## src/rtl/bus_initiator.sv

```systemverilog
// bus_initiator: master end of an 8086-style T1/T2/T3/(Tw)/T4 memory/IO bus.
// Takes single read/write requests from an internal client, runs one bus
// cycle per request, and returns read data or a done/err pulse.
//
// Ports:
//   clk, rst          clock (posedge) and synchronous active-low reset
//   req, req_wr, req_io, req_addr, req_wdata
//                     client request, accepted when req & req_ready
//   req_ready         initiator can take a request this cycle (IDLE, T4)
//   done, err, rdata  completion pulse, timeout flag, captured read data
//   Address, ALE, RD, WR, M_IO, Data_out, Data_oe
//                     bus side outputs (RD/WR active-low)
//   Data_in, READY    bus read data and responder ready (low = wait)
//
// All outputs are flops loaded from values decoded out of the next state and
// the next captured request, so they line up exactly with the state register.
module bus_initiator #(
  parameter int ADDR_W   = 20,
  parameter int DATA_W   = 16,
  parameter int MAX_WAIT = 15
) (
  input  logic              clk,
  input  logic              rst,
  input  logic              req,
  input  logic              req_wr,
  input  logic              req_io,
  input  logic [ADDR_W-1:0] req_addr,
  input  logic [DATA_W-1:0] req_wdata,
  output logic              req_ready,
  output logic              done,
  output logic              err,
  output logic [DATA_W-1:0] rdata,
  output logic [ADDR_W-1:0] Address,
  output logic              ALE,
  output logic              RD,
  output logic              WR,
  output logic              M_IO,
  output logic [DATA_W-1:0] Data_out,
  output logic              Data_oe,
  input  logic [DATA_W-1:0] Data_in,
  input  logic              READY
);

  typedef enum logic [5:0] {
    S_IDLE = 6'b000001,
    S_T1   = 6'b000010,
    S_T2   = 6'b000100,
    S_T3   = 6'b001000,
    S_TW   = 6'b010000,
    S_T4   = 6'b100000
  } state_t;

  localparam logic [7:0] MAX_WAIT_C = 8'(MAX_WAIT);

  state_t              state_q, state_d;
  logic [7:0]          cnt_q, cnt_d;
  logic                tmo_q, tmo_d;
  logic                cap_wr_q, cap_wr_d;
  logic                cap_io_q, cap_io_d;
  logic [ADDR_W-1:0]   cap_addr_q, cap_addr_d;
  logic [DATA_W-1:0]   cap_wdata_q, cap_wdata_d;
  logic [DATA_W-1:0]   rdata_q, rdata_d;

  logic [ADDR_W-1:0]   address_q, address_d;
  logic                ale_q, ale_d;
  logic                rd_q, rd_d;
  logic                wr_q, wr_d;
  logic                m_io_q, m_io_d;
  logic [DATA_W-1:0]   data_out_q, data_out_d;
  logic                data_oe_q, data_oe_d;
  logic                done_q, done_d;
  logic                err_q, err_d;
  logic                req_ready_q, req_ready_d;

  logic                accept_s;
  logic                strobe_s;
  logic                bus_s;

  // Next-state, capture and output decode.
  always_comb begin
    state_d     = state_q;
    cnt_d       = cnt_q;
    tmo_d       = tmo_q;
    rdata_d     = rdata_q;
    cap_wr_d    = cap_wr_q;
    cap_io_d    = cap_io_q;
    cap_addr_d  = cap_addr_q;
    cap_wdata_d = cap_wdata_q;

    // req_ready_q is the value the client sees this cycle.
    accept_s = req & req_ready_q;

    case (state_q)
      S_IDLE: begin
        if (accept_s) state_d = S_T1;
        else          state_d = S_IDLE;
      end
      S_T1: state_d = S_T2;
      S_T2: state_d = S_T3;
      S_T3: begin
        if (READY) begin
          state_d = S_T4;
          if (!cap_wr_q) rdata_d = Data_in;
          else           rdata_d = rdata_q;
        end else begin
          state_d = S_TW;
          cnt_d   = 8'd1;
        end
      end
      S_TW: begin
        if (READY) begin
          state_d = S_T4;
          cnt_d   = 8'd0;
          if (!cap_wr_q) rdata_d = Data_in;
          else           rdata_d = rdata_q;
        end else if (cnt_q < MAX_WAIT_C) begin
          state_d = S_TW;
          cnt_d   = cnt_q + 8'd1;
        end else begin
          // Watchdog expired: close the cycle without touching rdata.
          state_d = S_T4;
          cnt_d   = 8'd0;
          tmo_d   = 1'b1;
        end
      end
      S_T4: begin
        tmo_d = 1'b0;
        if (accept_s) state_d = S_T1;
        else          state_d = S_IDLE;
      end
      default: begin
        state_d = S_IDLE;
        cnt_d   = 8'd0;
        tmo_d   = 1'b0;
      end
    endcase

    if (accept_s) begin
      cap_wr_d    = req_wr;
      cap_io_d    = req_io;
      cap_addr_d  = req_addr;
      cap_wdata_d = req_wdata;
    end else begin
      cap_wr_d    = cap_wr_q;
      cap_io_d    = cap_io_q;
      cap_addr_d  = cap_addr_q;
      cap_wdata_d = cap_wdata_q;
    end

    // Moore decode against the state the flops will hold next cycle.
    bus_s    = (state_d != S_IDLE);
    strobe_s = (state_d == S_T2) || (state_d == S_T3) || (state_d == S_TW);

    address_d   = bus_s ? cap_addr_d : {ADDR_W{1'b0}};
    m_io_d      = bus_s & cap_io_d;
    ale_d       = (state_d == S_T1);
    rd_d        = ~(strobe_s & ~cap_wr_d);
    wr_d        = ~(strobe_s & cap_wr_d);
    data_oe_d   = cap_wr_d & (strobe_s | (state_d == S_T4));
    data_out_d  = data_oe_d ? cap_wdata_d : {DATA_W{1'b0}};
    done_d      = (state_d == S_T4);
    err_d       = (state_d == S_T4) & tmo_d;
    req_ready_d = (state_d == S_IDLE) || (state_d == S_T4);
  end

  // State, capture and output registers with synchronous active-low reset.
  always_ff @(posedge clk) begin
    if (!rst) begin
      state_q     <= S_IDLE;
      cnt_q       <= 8'd0;
      tmo_q       <= 1'b0;
      cap_wr_q    <= 1'b0;
      cap_io_q    <= 1'b0;
      cap_addr_q  <= {ADDR_W{1'b0}};
      cap_wdata_q <= {DATA_W{1'b0}};
      rdata_q     <= {DATA_W{1'b0}};
      address_q   <= {ADDR_W{1'b0}};
      ale_q       <= 1'b0;
      rd_q        <= 1'b1;
      wr_q        <= 1'b1;
      m_io_q      <= 1'b0;
      data_out_q  <= {DATA_W{1'b0}};
      data_oe_q   <= 1'b0;
      done_q      <= 1'b0;
      err_q       <= 1'b0;
      req_ready_q <= 1'b0;
    end else begin
      state_q     <= state_d;
      cnt_q       <= cnt_d;
      tmo_q       <= tmo_d;
      cap_wr_q    <= cap_wr_d;
      cap_io_q    <= cap_io_d;
      cap_addr_q  <= cap_addr_d;
      cap_wdata_q <= cap_wdata_d;
      rdata_q     <= rdata_d;
      address_q   <= address_d;
      ale_q       <= ale_d;
      rd_q        <= rd_d;
      wr_q        <= wr_d;
      m_io_q      <= m_io_d;
      data_out_q  <= data_out_d;
      data_oe_q   <= data_oe_d;
      done_q      <= done_d;
      err_q       <= err_d;
      req_ready_q <= req_ready_d;
    end
  end

  assign req_ready = req_ready_q;
  assign done      = done_q;
  assign err       = err_q;
  assign rdata     = rdata_q;
  assign Address   = address_q;
  assign ALE       = ale_q;
  assign RD        = rd_q;
  assign WR        = wr_q;
  assign M_IO      = m_io_q;
  assign Data_out  = data_out_q;
  assign Data_oe   = data_oe_q;

endmodule

```

## config.mk

```make
export PLATFORM = sky130hd
export DESIGN_NAME = bus_initiator
export DESIGN_NICKNAME = d
export VERILOG_FILES = /design/src/rtl/bus_initiator.sv
export SDC_FILE = /design/constraint.sdc
export NUM_CORES = 1
export LEC_CHECK = 0
export CORE_UTILIZATION = 45
export CTS_BUF_LIST = sky130_fd_sc_hd__clkbuf_8
export DETAILED_ROUTE_END_ITERATION = 10
export GPL_TIMING_DRIVEN = 0
export PLACE_DENSITY = 0.86
export REMOVE_ABC_BUFFERS = 1
export SLEW_MARGIN = 5
export SYNTH_ARGS = -nofsm -noshare
export SYNTH_HDL_FRONTEND = slang
export SYNTH_SLANG_ARGS = --single-unit
```

## constraint.sdc

```tcl
create_clock -name clk -period 4.8 [get_ports clk]
set_clock_uncertainty 0.05 [all_clocks]
set_input_delay 0.72 -clock clk [delete_from_list [all_inputs] [get_ports clk]]
set_output_delay 0.72 -clock clk [all_outputs]
set_load 0.05 [all_outputs]
```

-- Yosys cells after proc, flatten, opt, wreduce, memory -nomap -nowiden
Index checks and enable logic that the tools add are counted.
- word-level logic and storage cells: 73
- output and inout bits: 60
- bits of input ports: 58
- bits in registers: 113
- multiplexer cells: 16
- bitwise operators: 12
- reduce and logical (&&, ||, !) cells: 11
- magnitude comparators: 1
- add/sub/neg operators: 1
- equal/unequal tests: 14
- operator list (kind ; count):
    $pmux 6 s5 ; 1
    $mux 8 ; 3
    $pmux 8 s3 ; 1
    $mux 20 ; 1
    $mux 6 ; 3
    $mux 16 ; 1
    $eq 6x1->1 const B ; 2
    $eq 6x2->1 const B ; 2
    $eq 6x3->1 const B ; 2
    $eq 6x4->1 const B ; 2
    $eq 6x5->1 const B ; 2
    $eq 6x6->1 const B ; 2
    $add 8x1->8 const B ; 1
    $lt 8x4->1 const B ; 1
    $reduce_or 4->1 ; 2
    $and 1x1->1 ; 6
    $ne 6x1->1 const B ; 1
    $reduce_and 2->1 ; 3
    $not 1->1 ; 5
    $mux 1 ; 4
    $reduce_or 2->1 ; 2
    $logic_or 1x1->1 ; 3
    $reduce_and 3->1 ; 1
    $mux 2 ; 1
    3 further kinds ; 3

-- Longest topological paths before layout
- word-level depth: 10
- gate-level depth with buffers: 7
- mapped depth without buffers: 5

-- Least setup slack after synthesis
OpenSTA, ideal clock, no wires.
- kind: input to register
- start: input req
- end: register data_out_q[10], in the netlist Data_out[10]
- data required time: 4.685 ns
- setup time: 0.065 ns
- buffers on the path: 2
- arrival: 1.763 ns
- path slack: 2.922 ns
- stages: 6
- path through: clkbuf_1 -> a21bo_2 -> a21oi_1 -> o211ai_2 -> buf_2 -> nor2_1
- cells in the longest elaborated chain, start to end: 9
- elaborated cells between the ends (all ways): 14
- those cells by class: eq/ne: 4; mux: 4; bitwise: 3; reduce/logical: 3
- ends and longest elaborated chain (item ; RTL line ; RTL):
    start, declared ; 24 ; input logic req,
    $and 1x1->1 (*) ; 91 ; accept_s = req & req_ready_q;
    $mux 2 ; 95, 128 ;
    $pmux 6 s5 ; 93 ; case (state_q)
    $eq 6x3->1 or $eq 6x4->1 (tied branches) ; 152 ; strobe_s = (state_d == S_T2) || (state_d == S_T3) || (state_d == S_TW);
    $logic_or 1x1->1 (2 in series) ; 152 ;
    $or 1x1->1 ; 159 ; data_oe_d = cap_wr_d & (strobe_s | (state_d == S_T4));
    $and 1x1->1 ; 159 ;
    $reduce_and 2->1 (no line) ; -- ;
    end signal, assigned ; 182 ; data_out_q <= {DATA_W{1'b0}};
    end signal, assigned ; 201 ; data_out_q <= data_out_d;
    end, declared ; 69 ; logic [DATA_W-1:0] data_out_q, data_out_d;
Mark *: on every way between the ends. The rest lies on a longest branch, timed or not.
A chain may end at the register's enable or synchronous reset.

-- Worst setup path after layout
- start: input rst
- end: register data_out_q[9], in the netlist Data_out[9]
- cells in the longest elaborated chain, start to end: 1
- ends and longest elaborated chain (item ; RTL line ; RTL):
    start, declared ; 23 ; input logic rst,
    $reduce_and 2->1 (no line) ; -- ;
Every way passes these cells.

==> metrics.cfg <==
[run_status]
outcome=complete, no violations

[finish]
nNetsFinal=558
diodes=0
layoutNonFillerInstCount=617
syn_to_final_growth_pct=39.2
nFillCells=666
final_core_util=0.657
drive_gt1_frac=0.0801

[sta]
setup_tns_ns=0
relSlewSlack=0.255
fmax_mhz=321
worst_pin_slew_ns=1.11
finalHoldViolations=0
rsz0062_at_grt=false
fin_crit_sh=0.649
setup_viol_count_final=0
fin_crit_ns=3.11
final_max_slew_viol_count=0

[job]
maxCapViolCount=0

[floorplanning]
dieArea_um2=9170
io_pins=118
fp.dieH_um=95.8
core_um2=8380
fp.dieW_um=95.8
rows=33
start_util=0.472

[power_and_ir_drop]
p_leak_uw=0.00223
powerDensity_nw_per_um2=363
vdd_ir_drop_max_mv=0.210

[cts]
ctsHoldBuffers=0
insertion_delay_ns=0.42
cts-root-buf=clkbuf_8
cts_max_level=4
cts_made_buffers=17
cts_setup_buffers=0
clockBufferDepth=2
clkTransAtPathRegs_ns=0.07
cts_tree=yes
cts_repair_resize_count=0
cts.sinks=113

[global_routing]
grt_max_degree=63
grt_first_pass_wirelength_mm=14.5
antenna_found_initial=0
grt_usage=0.208
grt_pass1_vias=3239
overflow=0

[detailed_routing]
vias_per_cell=5.18
antenna_left=0
remaining_drc_errors=0
routed_wl_mm=8.91
drt_iter0_drc=152
drt_pass1_iterations=4
vias=3193
wire_per_inst_um=14.4

[synth]
synth_common_cells=dfxtp_1 (113), nor2_1 (55), mux2i_1 (32), nand3_1 (28)
yosysMostFrequentCell=dfxtp_1
yosys_warnings=0
synth_area_per_cell_um2=10.0
synth_edf_count=0
yosysSeqAreaShare=0.572
yosys.cell_types.count=49
netlist_area_um2=3960
yosysTopAreaCell=dfxtp_1
ys_ff_latch=113
synth_top_area_frac=0.572
synth.area.top_cells=dfxtp_1 (57%), mux2i_1 (8.1%), nor2_1 (5.2%)
ys_async_sr_fraction=0
synth_ff_type=dfxtp_1
synthCells=394

[worst_setup_path]
worstSetupStartpointType=input port
cp.required_ns=5.09
crit_fanout=62
arrival_ns=3.41
crit_type=in -> reg
worstSetupEndpointType=register

[place]
portBuffers=117
hpwl_mm=5.83
place_inst=585
gp_congestion=0.817

[hold_path]
min_path_type=reg -> reg

==> cell type report <==
cell class	instances	area [um^2]	share of cell area
Inverter	3	12.5	0.00227
Clock buffer	18	248	0.0450
Sequential cell	113	2260	0.411
Multi-Input combinational cell	247	1520	0.277
Clock inverter	14	158	0.0286
Tap cell	105	131	0.0239
Timing Repair Buffer	117	1170	0.213
==> registers in the layout (all words and copies together) (netlist names) <==
name,count
err,1
cap_wdata_q,16
cap_io_q,1
ALE,1
RD,1
M_IO,1
tmo_q,1
cap_wr_q,1
Data_out,16
done,1
state_q,6
WR,1
rdata,16
cnt_q,8
Address,20
cap_addr_q,20
Data_oe,1
req_ready,1
==> layout by cell type (no fill, tap or decap), types with 4 or more instances in the layout <==
cell / instances
clkinv_4: 6
nor2_1: 55
a21oi_1: 24
nand3_1: 28
mux2i_1: 32
a21boi_0: 8
nand2_1: 23
xor2_1: 4
clkdlybuf4s50_1: 117
dfxtp_1: 113
a21boi_1: 13
and2_1: 6
clkbuf_8: 18
==> logic make-up after synthesis <==
| group | Yosys count | synth area share |
|---|---|---|
| simple gates | 139 | 0.166 |
| flops | 113 | 0.572 |
| compound gates | 70 | 0.124 |
| buf+inv | 34 | 0.0436 |
| mux | 32 | 0.0810 |
| xor+xnor | 5 | 0.0111 |
| fa+ha+maj | 1 | 0.00316 |
==> routing by layer <==
layer  global-route usage  share of wire  vias to the layer above
li1                     -              -                     1569
met1                0.225           0.40                     1499
met2                0.362           0.51                      107
met3               0.0735          0.073                       18
met4                0.103          0.020                        0
met5                    0              0                        -
==> final timing paths <==
kind,startpoint,to,slack [ns],depth (start not counted)
worst max-delay path,rst,Data_out[9]$_SDFF_PN0_,1.69,5
worst min-delay path,cap_addr_q[7]$_SDFF_PN0_,cap_addr_q[7]$_SDFF_PN0_,0.41,2
worst max register to register,state_q[3]$_SDFF_PN0_,rdata[15]$_SDFFE_PN0P_,2.22,4
worst min register to register,cap_addr_q[7]$_SDFF_PN0_,cap_addr_q[7]$_SDFF_PN0_,0.41,2
==> critical path, cell delays in order <==
cell and delay, ns:
clkdlybuf4s50_1 0.74, clkinv_2 0.79, a21oi_1 0.49, o211ai_2 0.41
nor2_1 0.23
==> per-stage QoR <==
step                cell area, um^2  setup slack [ns]  hold slack (ns)  power [uW]
finish                         5510              1.69            0.407        2000
global route                   5510              1.45            0.428        2080
CTS                            5510              1.68            0.408        2020
detailed placement             5100              1.20            0.398        1130
global placement               5100             0.317            0.391        1130
floorplan                      3790              2.16            0.381        1060
==> power by group <==
group / switching (uW) / internal, uW
combinational: 68.8 / 71.6
sequential: 13.2 / 958
clock: 407 / 481
total: 489 / 1510
No activity file was read; power rests on OpenSTA's default activity.
